==> config.mk <==
export PLATFORM = sky130hd
export DESIGN_NAME = memory_stage_flat
export DESIGN_NICKNAME = d
export VERILOG_FILES = /design/src/rtl/memory_stage_pkg.sv /design/src/rtl/memory_stage_if.sv /design/src/rtl/memory_stage_align.sv /design/src/rtl/memory_stage.sv /design/src/flat_wrapper.sv
export SDC_FILE = /design/constraint.sdc
export NUM_CORES = 1
export LEC_CHECK = 0
export BUFFER_PORTS_ARGS = -buffer_cell sky130_fd_sc_hd__buf_2
export CORE_AREA = 2 2 261 263
export CTS_CLUSTER_SIZE = 40
export DETAILED_ROUTE_END_ITERATION = 16
export DIE_AREA = 0 0 263 265
export SLEW_MARGIN = 20
export SYNTH_ARGS = -nofsm -noshare
export SYNTH_HDL_FRONTEND = slang
export SYNTH_SLANG_ARGS = --single-unit
==> constraint.sdc <==
create_clock -name clk -period 2.4 [get_ports clk]
set_input_delay 0.24 -clock clk [delete_from_list [all_inputs] [get_ports clk]]
set_output_delay 0.24 -clock clk [all_outputs]
set_load 0.005 [all_outputs]
==> src/rtl/memory_stage_pkg.sv <==
// Shared MEM-stage types: execute/memory pipe records, data bus request/response,
// access-size encodings, FSM state encoding and alignment helpers.
package memory_stage_pkg;

  localparam int unsigned DATA_W = 64;
  localparam int unsigned ADDR_W = 64;

  typedef enum logic [1:0] {
    MSIZE1 = 2'd0,
    MSIZE2 = 2'd1,
    MSIZE4 = 2'd2,
    MSIZE8 = 2'd3
  } msize_t;

  // Legacy state encodings, kept as constants so existing decoders still match.
  localparam logic [1:0] ST_IDLE = 2'd0;
  localparam logic [1:0] ST_REQ  = 2'd1;
  localparam logic [1:0] ST_DONE = 2'd2;

  typedef enum logic [1:0] {
    IDLE = ST_IDLE,
    REQ  = ST_REQ,
    DONE = ST_DONE
  } mem_state_t;

  typedef struct packed {
    logic [63:0]       pc;
    logic [31:0]       instr;
    logic [ADDR_W-1:0] aluout;
    logic [DATA_W-1:0] writedata;
    logic [4:0]        dst;
    msize_t            msize;
    logic              mem_unsigned;
    logic              memread;
    logic              memwrite;
    logic              regwrite;
    logic              memtoreg;
    logic              valid;
  } execute_data_t;

  typedef struct packed {
    logic [DATA_W-1:0] readdata;
    logic [ADDR_W-1:0] aluout;
    logic [4:0]        dst;
    logic              regwrite;
    logic              memtoreg;
    logic [63:0]       pc;
    logic [31:0]       instr;
    logic              valid;
  } memory_data_t;

  typedef struct packed {
    logic              valid;
    logic [ADDR_W-1:0] addr;
    msize_t            size;
    logic [7:0]        strobe;
    logic [DATA_W-1:0] data;
  } dbus_req_t;

  typedef struct packed {
    logic              data_ok;
    logic [DATA_W-1:0] data;
  } dbus_resp_t;

  // Byte-lane mask of an access of the given size starting at lane 0.
  function automatic logic [7:0] sizeMask(input msize_t size);
    case (size)
      MSIZE1:  return 8'h01;
      MSIZE2:  return 8'h03;
      MSIZE4:  return 8'h0F;
      default: return 8'hFF;
    endcase
  endfunction

  // True when the low address bits are not a multiple of the access size.
  function automatic logic isMisaligned(input logic [2:0] addrLow, input msize_t size);
    case (size)
      MSIZE1:  return 1'b0;
      MSIZE2:  return addrLow[0];
      MSIZE4:  return |addrLow[1:0];
      default: return |addrLow;
    endcase
  endfunction

endpackage

==> src/rtl/memory_stage_if.sv <==
// Data bus between the MEM stage (master) and the memory owner (slave).
interface memory_stage_if;
  import memory_stage_pkg::*;

  dbus_req_t  dreq;
  dbus_resp_t dresp;

  modport master (output dreq, input dresp);
  modport slave  (input dreq, output dresp);
endinterface

==> src/rtl/memory_stage_align.sv <==
// mem_align: combinational lane steering. Store direction shifts write data
// into its byte lanes and builds the strobe; load direction shifts read data
// down, truncates to the access size and zero/sign extends.
module mem_align
  import memory_stage_pkg::*;
#(
  parameter bit LOAD_DIR = 1'b0
) (
  input  logic [2:0]        addrLow,
  input  msize_t            size,
  input  logic              isUnsigned,
  input  logic [DATA_W-1:0] dataIn,
  output logic [DATA_W-1:0] dataOut,
  output logic [7:0]        strobe
);

  logic [5:0]        shamt;
  logic [DATA_W-1:0] shifted;
  logic [DATA_W-1:0] extended;

  assign shamt = {addrLow, 3'b000};

  // Extract and extend the addressed field of a load, or place a store in its lanes.
  always_comb begin
    shifted  = dataIn >> shamt;
    extended = '0;
    case (size)
      MSIZE1:  extended = isUnsigned ? {{(DATA_W-8){1'b0}},  shifted[7:0]}
                                     : {{(DATA_W-8){shifted[7]}}, shifted[7:0]};
      MSIZE2:  extended = isUnsigned ? {{(DATA_W-16){1'b0}}, shifted[15:0]}
                                     : {{(DATA_W-16){shifted[15]}}, shifted[15:0]};
      MSIZE4:  extended = isUnsigned ? {{(DATA_W-32){1'b0}}, shifted[31:0]}
                                     : {{(DATA_W-32){shifted[31]}}, shifted[31:0]};
      default: extended = shifted;
    endcase

    if (LOAD_DIR) begin
      dataOut = extended;
      strobe  = '0;
    end else begin
      dataOut = dataIn << shamt;
      // Lanes shifted past byte 7 fall off the 8-bit result.
      strobe  = sizeMask(size) << addrLow;
    end
  end

endmodule

==> src/rtl/memory_stage.sv <==
// memory_stage: pipeline MEM stage. Turns load/store ops into a single
// outstanding data-bus request, stalls upstream until data_ok, and formats
// load results. Non-memory ops pass through with zero latency.
// Optional: define MEM_MISALIGN_CHECK_EN to reject misaligned accesses
// without a bus request (flagged on misalign, regwrite suppressed).
module memory_stage
  import memory_stage_pkg::*;
(
  input  logic                  clk,
  input  logic                  resetn,
  input  execute_data_t         dataE,
  input  logic                  flush,
  memory_stage_if.master        dbus,
  output memory_data_t          dataM,
  output logic                  stallM,
  output logic                  misalign
);

  mem_state_t        state;
  dbus_req_t         reqQ;
  logic [DATA_W-1:0] resultQ;
  logic              flushedQ;

  logic              memop;
  logic              badAlign;
  logic              issue;
  logic [DATA_W-1:0] stData;
  logic [DATA_W-1:0] ldData;
  logic [7:0]        stStrobe;
  logic [7:0]        ldStrobe;

  assign memop = dataE.valid & (dataE.memread | dataE.memwrite);

`ifdef MEM_MISALIGN_CHECK_EN
  assign badAlign = isMisaligned(dataE.aluout[2:0], dataE.msize);
`else
  assign badAlign = 1'b0;
`endif

  assign issue = (state == IDLE) & memop & ~flush & ~badAlign;

  mem_align #(.LOAD_DIR(1'b0)) uStore (
    .addrLow    (dataE.aluout[2:0]),
    .size       (dataE.msize),
    .isUnsigned (1'b0),
    .dataIn     (dataE.writedata),
    .dataOut    (stData),
    .strobe     (stStrobe)
  );

  // Load direction works from the registered request so the lane select matches the bus access.
  mem_align #(.LOAD_DIR(1'b1)) uLoad (
    .addrLow    (reqQ.addr[2:0]),
    .size       (reqQ.size),
    .isUnsigned (dataE.mem_unsigned),
    .dataIn     (resultQ),
    .dataOut    (ldData),
    .strobe     (ldStrobe)
  );

  assign dbus.dreq = reqQ;

  // Request/response sequencing: issue from IDLE, hold in REQ until data_ok, one DONE cycle.
  always_ff @(posedge clk or negedge resetn) begin
    if (!resetn) begin
      state    <= IDLE;
      reqQ     <= '0;
      resultQ  <= '0;
      flushedQ <= 1'b0;
    end else begin
      case (state)
        IDLE: begin
          if (issue) begin
            state       <= REQ;
            reqQ.valid  <= 1'b1;
            reqQ.addr   <= dataE.aluout;
            reqQ.size   <= dataE.msize;
            reqQ.strobe <= dataE.memwrite ? stStrobe : ldStrobe;
            reqQ.data   <= stData;
            flushedQ    <= 1'b0;
          end
        end
        REQ: begin
          if (flush) flushedQ <= 1'b1;
          if (dbus.dresp.data_ok) begin
            resultQ    <= dbus.dresp.data;
            reqQ.valid <= 1'b0;
            state      <= DONE;
          end
        end
        DONE: begin
          state    <= IDLE;
          flushedQ <= 1'b0;
        end
        default: state <= IDLE;
      endcase
    end
  end

  // Result formatting and stall generation for the current state.
  always_comb begin
    dataM.readdata = '0;
    dataM.aluout   = dataE.aluout;
    dataM.dst      = dataE.dst;
    dataM.regwrite = dataE.regwrite;
    dataM.memtoreg = dataE.memtoreg;
    dataM.pc       = dataE.pc;
    dataM.instr    = dataE.instr;
    dataM.valid    = 1'b0;
    stallM         = 1'b0;
    misalign       = 1'b0;

    case (state)
      IDLE: begin
        if (!memop) begin
          dataM.valid = dataE.valid & ~flush;
        end else if (flush) begin
          dataM.valid = 1'b0;
        end else if (badAlign) begin
          dataM.valid    = 1'b1;
          dataM.regwrite = 1'b0;
          misalign       = 1'b1;
        end else begin
          stallM = 1'b1;
        end
      end
      REQ: stallM = 1'b1;
      DONE: begin
        dataM.valid    = dataE.valid & ~flushedQ & ~flush;
        dataM.readdata = dataE.memread ? ldData : '0;
      end
      default: ;
    endcase

    // Reset must release upstream immediately even if EX still presents a memop.
    if (!resetn) begin
      stallM      = 1'b0;
      dataM.valid = 1'b0;
      misalign    = 1'b0;
    end
  end

endmodule

==> src/flat_wrapper.sv <==
// flat-port wrapper written by rule: the top's interface ports become plain ports
module memory_stage_flat import memory_stage_pkg::*;
  (clk, resetn, dataE, flush, dataM, stallM, misalign, dbus_dreq, dbus_dresp);
  memory_stage_if dbus_i ();
  input  logic clk;
  input  logic resetn;
  input  execute_data_t dataE;
  input  logic flush;
  output memory_data_t dataM;
  output logic stallM;
  output logic misalign;
  output wire logic [$bits(dbus_i.dreq)-1:0] dbus_dreq;
  input wire logic [$bits(dbus_i.dresp)-1:0] dbus_dresp;
  assign dbus_dreq = dbus_i.dreq;
  assign dbus_i.dresp = dbus_dresp;
  memory_stage u_core (.clk(clk), .resetn(resetn), .dataE(dataE), .flush(flush), .dbus(dbus_i), .dataM(dataM), .stallM(stallM), .misalign(misalign));
endmodule
==> flow_summary.yaml, run 1 <==
logic_synthesis:
  ys.flop_type: "dfrtp_1"
  synth_top_area_frac: 0.3981
  synth_nets: 1778
  avgSynthCellArea_um2: 8.790
  async_flop_share: 1.000
  synthTopCellsByArea: "dfrtp_1 40%, nand2_1 14%, buf_4 9.7%"
  synth_cells: 1473
  synthDistinctLibCells: 49
  synth-edff-count: 0
  ys_seq_area_frac: 0.3981
  synth.largest_area_cell: "dfrtp_1"
  yosys_warnings: 0
  netlist_area_um2: 12950
  synth-seq-cells: 206
timing:
  slew_violations: 0
  finalHoldViolCount: 0
  rsz0062_at_grt: "true"
  fmax_ghz: 0.3339
  layout_setup_ws_ns: -0.5953
  finalClockSkew_ns: 0.03738
  tightest_slew_ns: 0.8856
  slew_headroom: 0.4084
  whs_ns: 0.07049
  final-setup-viol-count: 64
  period_share: 1.248
  setup_tns_ns: -30.21
  min_period_ns: 2.995
global_routing:
  grt_pass1_vias: 12467
  overflow: 0
  grt_pass1_wl_um: 80320
  grt_start_max_net_pins: 91
  grt_util_all_layers: 0.1507
  antenna_found_initial: 8
floorplan:
  core_area_um2: 66800
  die_w_um: 263
  io_pins: 678
  die_h_um: 265
  dieArea_um2: 69700
  num_rows: 95
  start_util: 0.1938
cts:
  cts_buffers: 28
  clk_latency_ns: 0.60
  clockRootBuffer: "clkbuf_16"
  cts_sinks: 206
  clk_pin_slew_ns: 0.07
  cts_buffer_depth: 3
  h-tree-depth: 1
  cts_tree: "yes"
cells_and_area:
  syn_to_final_growth_pct: 39.54
  multi_input_area_um2: 6170
  register_area_um2: 5157
  nFillCells: 7122
  nNetsFinal: 2219
  drive_gt1_frac: 0.3827
power:
  vdd_drop_max_v: 0.0005520
  p_per_area_nw_per_um2: 853.5
  p_leak_nw: 9.003
setup_path:
  cp.arrival_ns: 2.76
  cp-end-kind: "primary output"
  critPathKind: "reg2out"
  regToRegSetupSlack_ns: 0.46
  crit_path_start_kind: "flop"
  worstPathMaxFanout: 17
  worstPathRequired_ns: 2.16
drt:
  via_per_inst: 4.381
  drc_errors: 0
  antenna_left: 0
  wl_um: 54680
  vias: 12320
  wl_per_cell_um: 19.45
  dr.first_iter.drc_count: 815
  drt_first_pass_iters: 6
run_status:
  violations: "negative setup slack"
  run_status: "complete, but fails checks"
place:
  place.port_buffers: 470
  globalplace.congestion: 0.9117
  pre_cts_slack_ns: -0.03631
  dp_hpwl_um: 40540
flow_run:
  maxCapViolCount: 0
hold_path:
  hp-class: "in2async"
[power by group]
group          switching [W]  internal (W)
registers           0.000914       0.00439
logic                0.00290       0.00265
clock network        0.00186       0.00271
[critical path, stage by stage, from the launching register on]
cell and delay, ns:
dfrtp_2 0.47, mux2i_1 0.15, mux4_2 0.51, or3_4 0.39, o31a_1 0.14, buf_12 0.17, a211oi_2 0.19, buf_2 0.14
[flip-flops by register name, summed over array words and instances, names as in the netlist]
| name | flops |
|---|---|
| u_core.state | 2 |
| u_core.dbus.dreq | 139 |
| u_core.resultQ | 64 |
| u_core.flushedQ | 1 |
[final cells by class]
cell class / count / share of cell area
well taps: 873 / 0.06046
multi-input cells: 980 / 0.3415
clock inverters: 20 / 0.01475
flip-flops and latches: 206 / 0.2855
clock buffers: 32 / 0.04127
repair buffers: 686 / 0.2537
diodes: 3 / 0.0004155
inverters: 12 / 0.002493
[metrics by stage]
stage          cells  area (µm²)  power [W]    util
3_5_place_dp    2611       15410    0.01044  0.2306
6_report        2812       18070    0.01542  0.2705
4_1_cts         2808       18010    0.01555  0.2696
2_1_floorplan   1473       12950   0.008153       -
5_1_grt         2810       18060    0.01634  0.2704
3_3_place_gp    2611       15410    0.01042  0.2306
[Yosys cell counts, types with 6 or more instances]
cell       number
a31oi_1         9
nand2_1       482
dfrtp_1       206
inv_1          10
mux2i_1        53
nand2b_1       14
clkbuf_1       80
o2bb2ai_1      16
nor2b_1         8
a211oi_1        7
a22o_1         18
o31ai_1        10
buf_2          11
mux4_2         53
a21oi_1        80
buf_4         168
o22ai_1         6
buf_1          12
nor2_1         86
and3_1         12
o21ai_0        33
mux2_2         43
a21oi_2         8
[timing repair]
action	4_1_cts	5_1_grt
gates cloned	2	0
endpoints found under the hold margin	344	0
gates resized for setup	26	12
buffers inserted	4	1
setup endpoints to repair	65	65
pin swaps	1	3
hold buffers	139	0
[cells in the final DEF, fill, tap and decap left out, drive strengths merged, types with 4 or more instances in the layout]
cell type | netlist | routed
a211oi | 8 | 8
a21oi | 90 | 90
a22o | 18 | 18
a31oi | 9 | 9
and3 | 12 | 12
buf | 195 | 545
bufinv | 0 | 4
clkbuf | 80 | 32
clkinv | 1 | 7
clkinvlp | 0 | 4
dfrtp | 206 | 206
dlygate4sd3 | 0 | 139
inv | 11 | 17
mux2 | 43 | 43
mux2i | 53 | 53
mux4 | 53 | 53
nand2 | 482 | 482
nand2b | 14 | 14
nor2 | 86 | 86
nor2b | 8 | 8
nor3 | 5 | 5
o21ai | 33 | 33
o22ai | 6 | 6
o2bb2ai | 16 | 16
o31ai | 10 | 10
o32ai | 5 | 5
or2 | 4 | 4
[per-layer routing]
metal  track usage  share of wire  vias to the layer above
met3       0.04923          0.095                      126
met1        0.1759           0.38                     5814
met4       0.06023          0.043                       10
li1              -              -                     5663
met5             0         0.0012                        -
met2        0.2552           0.48                      707
[kinds of logic (layout without fill, tap and decap cells)]
| group | Yosys count | in the layout | synth area share |
|---|---|---|---|
| AND/OR/NAND/NOR | 622 | 622 | 0.1906 |
| buffers and inverters | 287 | 750 | 0.1356 |
| AO/OA/AOI/OAI | 208 | 208 | 0.1049 |
| flip-flops | 206 | 206 | 0.3981 |
| multiplexers | 149 | 149 | 0.1706 |
| other | 1 | 4 | 0.0002896 |
[final timing paths]
path                                 startpoint                    to  cells past startpoint
setup / recovery           u_core.dbus.dreq[75]            dataM[230]                      7
setup reg to reg                u_core.state[0]  u_core.dbus.dreq[54]                      6
min in group clk                      dataE[27]  u_core.dbus.dreq[22]                      3
hold reg to reg            u_core.dbus.dreq[94]  u_core.dbus.dreq[94]                      2
hold / removal                           resetn    u_core.resultQ[12]                      2
max in group asynchronous                resetn  u_core.dbus.dreq[29]                      3
(Power assumes the default switching activity.)
==> run 2: changes to the inputs <==
--- a/config.mk
+++ b/config.mk
@@ -10,6 +10,7 @@
 export CTS_CLUSTER_SIZE = 40
 export DETAILED_ROUTE_END_ITERATION = 16
 export DIE_AREA = 0 0 263 265
+export PLACE_DENSITY_LB_ADDON = 0.12
 export SLEW_MARGIN = 20
 export SYNTH_ARGS = -nofsm -noshare
 export SYNTH_HDL_FRONTEND = slang
==> run 2 against run 1 <==
The run still ends with negative setup slack left. First-iteration DRC count shrank 18%. Via count shrank 1.2%. Sequential power is essentially flat. Setup slack lost 0.062 ns. Clock power grew 1%. Critical endpoint is now dataM[220]. Flip-flop and latch count is the same. Largest power group unchanged. Non-clock buffer count grew 2. Global-route usage grew 0.84 points. Utilization grew 0.17 points. Fmax shrank 2.0%. Count of clock-buffer cells in the layout grew 7.
==> flow_summary.yaml, run 2 (synthesis results as in run 1) <==
global_routing:
  overflow: 0
  grt_start_max_net_pins: 82
  grt_pass1_wl_um: 84770
  grt_util_all_layers: 0.1591
  antenna_found_initial: 9
  grt_pass1_vias: 12798
floorplan:
  start_util: 0.1938
  die_w_um: 263
  io_pins: 678
  dieArea_um2: 69700
  die_h_um: 265
  num_rows: 95
  core_area_um2: 66800
power:
  p_per_area_nw_per_um2: 858.3
  p_leak_nw: 9.063
  total_power_w: 0.01561
  vdd_drop_max_v: 0.0004545
cells_and_area:
  drive_gt1_frac: 0.3858
  nNetsFinal: 2222
  largest_register_ffs: 139
  syn_to_final_growth_pct: 40.44
  layout_commonest_cell: "nand2_1"
  final_cell_area_um2: 18180
  final_cell_mix: "481 x nand2_1, 467 x buf_2, 203 x dfrtp_1, 137 x dlygate4sd3_1, 80 x nor2_1"
timing:
  final-setup-viol-count: 64
  finalClockSkew_ns: 0.01185
  min_period_ns: 3.057
  period_share: 1.274
  finalHoldViolCount: 0
  slew_violations: 0
  fmax_ghz: 0.3271
  rsz0062_at_grt: "true"
  slew_headroom: 0.5267
  layout_setup_ws_ns: -0.6573
  tightest_slew_ns: 0.7100
place:
  globalplace.congestion: 0.8426
  place.port_buffers: 470
  dpl-instance-area_um2: 15400
  dp_hpwl_um: 43370
drt:
  top_layer: "met5"
  dr.first_iter.drc_count: 669
  vias: 12175
  drt_first_pass_iters: 5
  drc_errors: 0
  dr_wl_met3_um: 3708
  wl_um: 57980
  dr_wl_met2_um: 27940
  wl_met1_um: 25090
  antenna_left: 0
  via_per_inst: 4.328
  wl_per_cell_um: 20.61
cts:
  cts_sinks: 206
  clk_pin_slew_ns: 0.06
  clockRootBuffer: "clkbuf_16"
  cts_buffer_depth: 3
  clk_latency_ns: 0.55
  cts_buffers: 29
  h-tree-depth: 1
  cts_tree: "yes"
setup_path:
  worstPathMaxFanout: 30
  reg2regPathDepth: 6
  crit_path_start_kind: "flop"
  critPathKind: "reg2out"
  r2r_end: "u_core.dbus.dreq[51]"
  r2r-start: "u_core.state[0]"
  crit_start: "u_core.dbus.dreq[75]"
  cp.arrival_ns: 2.82
  regToRegSetupSlack_ns: 0.44
  cp-end-kind: "primary output"
  crit_end: "dataM[220]"
  worstPathRequired_ns: 2.16
hold_path:
  hp-class: "in2reg"
run_status:
  run_status: "complete, but fails checks"
  violations: "negative setup slack"
flow_run:
  maxCapViolCount: 0
-- run 2: cell types whose count changed in the layout (fill, tap and decap cells not counted), moves of 4 or more --
| cell | delta |
|---|---|
| clkbuf_8 | +4 |
| a21oi_1 | -4 |
| a21oi_2 | +5 |
| inv_6 | -4 |
| clkbuf_16 | +6 |
-- run 2: cell type report --
type,count,area (µm²)
fillers,7345,48620
multi-input cells,980,6200
flip-flops and latches,206,5159
repair buffers,688,4661
well taps,873,1092
clock buffers,39,833.3
clock inverters,14,191.4
inverters,12,45.04
diodes,1,2.502
-- run 2: metal layers --
metal,up-vias,track usage
li1,5665,-
met1,5962,0.2037
met2,463,0.2727
met3,77,0.03576
met4,8,0.03568
met5,-,0
-- run 2: worst min-delay path by stage --
stage | depth (start not counted) | start | slack (ns) | end
global placement | 1 | resetn | 0.12 | u_core.dbus.dreq[134]
global route | 3 | dataE[7] | 0.11 | u_core.dbus.dreq[73]
detailed placement | 1 | resetn | 0.11 | u_core.dbus.dreq[134]
CTS | 3 | dataE[27] | 0.07 | u_core.dbus.dreq[22]
finish | 3 | dataE[21] | 0.1 | u_core.dbus.dreq[16]
floorplan | 0 | resetn | -0.06 | u_core.dbus.dreq[0]
-- run 2: where the power goes --
group	switching [W]	total [W]	internal (W)
registers	0.000898	0.00529	0.00439
logic	0.00296	0.00569	0.00272
clock network	0.00177	0.00463	0.00286
-- run 2: critical path, cell delays in order (launching register included) --
cell and delay (ns):
dfrtp_2 0.46, buf_6 0.19, mux2i_1 0.25, mux4_2 0.35, nor4_4 0.05, buf_4 0.16, a211oi_4 0.33, buf_12 0.23
nor2_1 0.08, buf_2 0.13
-- run 2: stage by stage --
stage | instances | hold WS [ns] | setup WS [ns] | utilization | setup TNS, ns
floorplan | 1473 | -0.05559 | 0.008952 | - | 0
finish | 2813 | 0.09986 | -0.6573 | 0.2722 | -35.52
global placement | 2608 | 0.1158 | -0.04899 | 0.2305 | -0.05402
CTS | 2802 | 0.07471 | -0.6661 | 0.2675 | -36.44
global route | 2813 | 0.1085 | -0.7480 | 0.2722 | -41.19
detailed placement | 2608 | 0.1124 | -0.1025 | 0.2305 | -0.2412
-- run 2: timing repair --
item / in CTS / in global routing
resized for setup: 13 / 39
cloned: 0 / 5
endpoints found under the setup margin: 65 / 65
hold endpoints to repair: 293 / 0
hold buffers: 137 / 0
pin swaps: 2 / 3
buffers inserted: 4 / 6
==> run 3: changes to the inputs <==
--- a/config.mk
+++ b/config.mk
@@ -6,12 +6,13 @@
 export NUM_CORES = 1
 export LEC_CHECK = 0
 export BUFFER_PORTS_ARGS = -buffer_cell sky130_fd_sc_hd__buf_2
-export CORE_AREA = 2 2 261 263
+export CORE_AREA = 2 2 265 267
 export CTS_CLUSTER_SIZE = 40
 export DETAILED_ROUTE_END_ITERATION = 16
-export DIE_AREA = 0 0 263 265
+export DIE_AREA = 0 0 267 269
 export PLACE_DENSITY_LB_ADDON = 0.12
 export SLEW_MARGIN = 20
 export SYNTH_ARGS = -nofsm -noshare
 export SYNTH_HDL_FRONTEND = slang
+export SYNTH_HIERARCHICAL = 1
 export SYNTH_SLANG_ARGS = --single-unit
==> run 3 against run 2 <==
Via count is 6.4% lower. Wire length is 0.67% higher. Global-route usage is 0.40 points lower. First-iteration DRC count is 31% lower. Clock skew is 0.020 ns higher. Register-to-register slack better by 0.02 ns. Largest cell class unchanged. The run still ends with negative setup slack left. Cell count is 5.7% lower. Count of clock-buffer cells in the layout is 2 higher. Total power is 9.3% higher. Clock power is 6.7% lower.
==> flow_summary.yaml, run 3 <==
logic_synthesis:
  synth_top_area_frac: 0.3772
  ys.flop_type: "dfrtp_1"
  synth-seq-cells: 206
  synth_cells: 1219
  async_flop_share: 1.000
  avgSynthCellArea_um2: 11.21
  synthDistinctLibCells: 60
  synthTopCellsByArea: "dfrtp_1 38%, mux2_2 12%, buf_4 11%"
  post-synth-top-count-cell: "dfrtp_1"
  synth-edff-count: 0
  synth.largest_area_cell: "dfrtp_1"
  ys_seq_area_frac: 0.3772
  yosys_warnings: 6
  synth_commonest_cells: "206 x dfrtp_1, 203 x buf_4, 147 x mux2_2, 101 x mux2_1, 75 x and2_1"
  netlist_area_um2: 13670
drt:
  drc_errors: 0
  antenna_left: 0
  vias: 11395
  via_per_inst: 4.297
  wl_per_cell_um: 22.01
  dr.first_iter.drc_count: 461
  wl_um: 58370
  drt_first_pass_iters: 7
setup_path:
  critPathKind: "reg2out"
  worstPathBufferInverterCount: 3
  crit_path_start_kind: "flop"
  worstPathRequired_ns: 2.16
  slowest_delay_ns: 0.51
  path_depth: 8
  cp-end-kind: "primary output"
  worstPathMaxFanout: 7
  cp_top_family: "flip-flops"
  reg2regPathDepth: 4
  worst_path_max_delay_cell: "dfrtp_2"
  r2r_end: "u_core/dbus.dreq[62]"
  r2r-start: "u_core/state[0]"
  cp.arrival_ns: 2.53
  crit_path_cell_trace: "mux2_4 -> a2bb2oi_2 -> nand4_1 -> buf_6 -> buf_12 -> o2111ai_2 -> and2_1 -> buf_2"
  regToRegSetupSlack_ns: 0.46
power:
  p_switching_w: 0.006082
  vdd_drop_max_v: 0.0004544
  p_seq_frac: 0.333
  pwr-share-clk: 0.253
  switching_share: 0.3567
  p_leak_nw: 8.929
  internal_power_w: 0.01097
  p_per_area_nw_per_um2: 884.4
  power.share.combinational: 0.414
timing:
  period_share: 1.155
  rsz0062_at_grt: "true"
  fmax_ghz: 0.3608
  finalHoldViolCount: 0
  finalClockSkew_ns: 0.03212
  slew_violations: 0
  final-setup-viol-count: 63
  tightest_slew_ns: 0.6750
  slew_headroom: 0.5500
  layout_setup_ws_ns: -0.3714
  min_period_ns: 2.771
cells_and_area:
  syn_to_final_growth_pct: 41.10
  largest_register_ffs: 139
  layout_commonest_cell: "buf_2"
  final_cell_mix: "462 x buf_2, 203 x dfrtp_1, 142 x mux2_2, 128 x dlygate4sd3_1, 101 x mux2_1"
  nNetsFinal: 1992
  post-route-util: 0.2782
  drive_gt1_frac: 0.5041
  stdcell_count: 2652
global_routing:
  grt_pass1_vias: 11820
  grt_start_max_net_pins: 67
  grt_pass1_wl_um: 82930
  grt_util_all_layers: 0.1552
  antenna_found_initial: 4
  overflow: 0
cts:
  clockRootBuffer: "clkbuf_16"
  clk_pin_slew_ns: 0.06
  cts_tree: "yes"
  cts_buffers: 29
  cts_buffer_depth: 3
  cts_sinks: 206
  h-tree-depth: 1
  clk_latency_ns: 0.60
floorplan:
  num_rows: 97
  die_h_um: 269
  die_w_um: 267
  dieArea_um2: 71820
  core_area_um2: 69300
  start_util: 0.1972
  io_pins: 678
run_status:
  run_status: "complete, but fails checks"
  violations: "negative setup slack"
hold_path:
  hp-class: "in2reg"
  holdPathStages: 3
  hold_start: "dataE[37]"
  worstHoldEndpoint: "u_core/dbus.dreq[32]"
place:
  dp_hpwl_um: 42450
  placed_cells: 2431
  place.port_buffers: 470
  globalplace.congestion: 0.8175
flow_run:
  maxCapViolCount: 0
## run 3: worst max-delay path by stage
stage                          from          to  slack [ns]
3_5_place_dp     u_core/resultQ[63]  dataM[191]        0.07
4_1_cts        u_core/dbus.dreq[75]  dataM[199]       -0.41
3_3_place_gp     u_core/resultQ[63]  dataM[191]        0.05
2_1_floorplan  u_core/dbus.dreq[74]  dataM[174]        0.54
6_report       u_core/dbus.dreq[75]  dataM[188]       -0.37
5_1_grt        u_core/dbus.dreq[75]  dataM[217]       -0.47
## run 3: kinds of logic (layout without fill, tap and decap cells)
kind of cell | Yosys count | count (layout) | synth area share
AND/OR/NAND/NOR | 245 | 245 | 0.09687
buffers and inverters | 276 | 758 | 0.1447
multiplexers | 346 | 346 | 0.2994
flip-flops | 206 | 206 | 0.3772
other | 2 | 13 | 0.0005496
AO/OA/AOI/OAI | 144 | 144 | 0.08130
## run 3: power groups by stage
stage          Sequential, W  Clock (W)  Combinational, W
2_1_floorplan        0.00520          0           0.00356
3_3_place_gp         0.00568          0           0.00565
3_5_place_dp         0.00569          0           0.00563
4_1_cts              0.00568    0.00451           0.00679
5_1_grt              0.00583    0.00467           0.00758
6_report             0.00568    0.00432           0.00705
## run 3: layout make-up
| cell class | instances | area (µm²) |
|---|---|---|
| Tap cell | 940 | 1176 |
| Sequential cell | 206 | 5164 |
| Fill cell | 7340 | 50020 |
| Multi-Input combinational cell | 744 | 7019 |
| Timing Repair Buffer | 702 | 4959 |
| Clock buffer | 41 | 840.8 |
| Clock inverter | 11 | 98.84 |
| Inverter | 4 | 15.01 |
| Antenna cell | 4 | 10.01 |
## run 3: metrics by stage
step	TNS (ns)	worst slack (ns)	hold slack, ns	area, µm²	power (W)
after floorplan	0	0.5431	-0.05559	13690	0.008760
after CTS	-23.34	-0.4098	0.01333	19030	0.01698
after global routing	-26.25	-0.4739	0.04146	19280	0.01808
after detailed placement	0	0.07131	0.1604	15980	0.01131
final	-18.40	-0.3714	0.05250	19280	0.01705
after global placement	0	0.05200	0.1605	15980	0.01133
## run 3: repair_timing
item / 4_1_cts / 5_1_grt
hold buffers: 128 / 0
hold endpoints to repair: 214 / 0
setup buffers: 20 / 11
gates resized for setup: 82 / 37
pin swaps: 2 / 8
endpoints found under the setup margin: 64 / 65
cloned: 9 / 3
## run 3: per-layer routing
| metal | vias to the layer above | part of all wire | GRT usage |
|---|---|---|---|
| met5 | - | 0.00087 | 0.005405 |
| li1 | 5182 | - | - |
| met4 | 2 | 0.032 | 0.05648 |
| met2 | 426 | 0.48 | 0.2563 |
| met3 | 93 | 0.060 | 0.03781 |
| met1 | 5692 | 0.42 | 0.1959 |
## run 3: tightest hold or removal path, stage by stage
cell and delay, ns:
buf_2 0.11, a31o_2 0.15, mux2_1 0.11
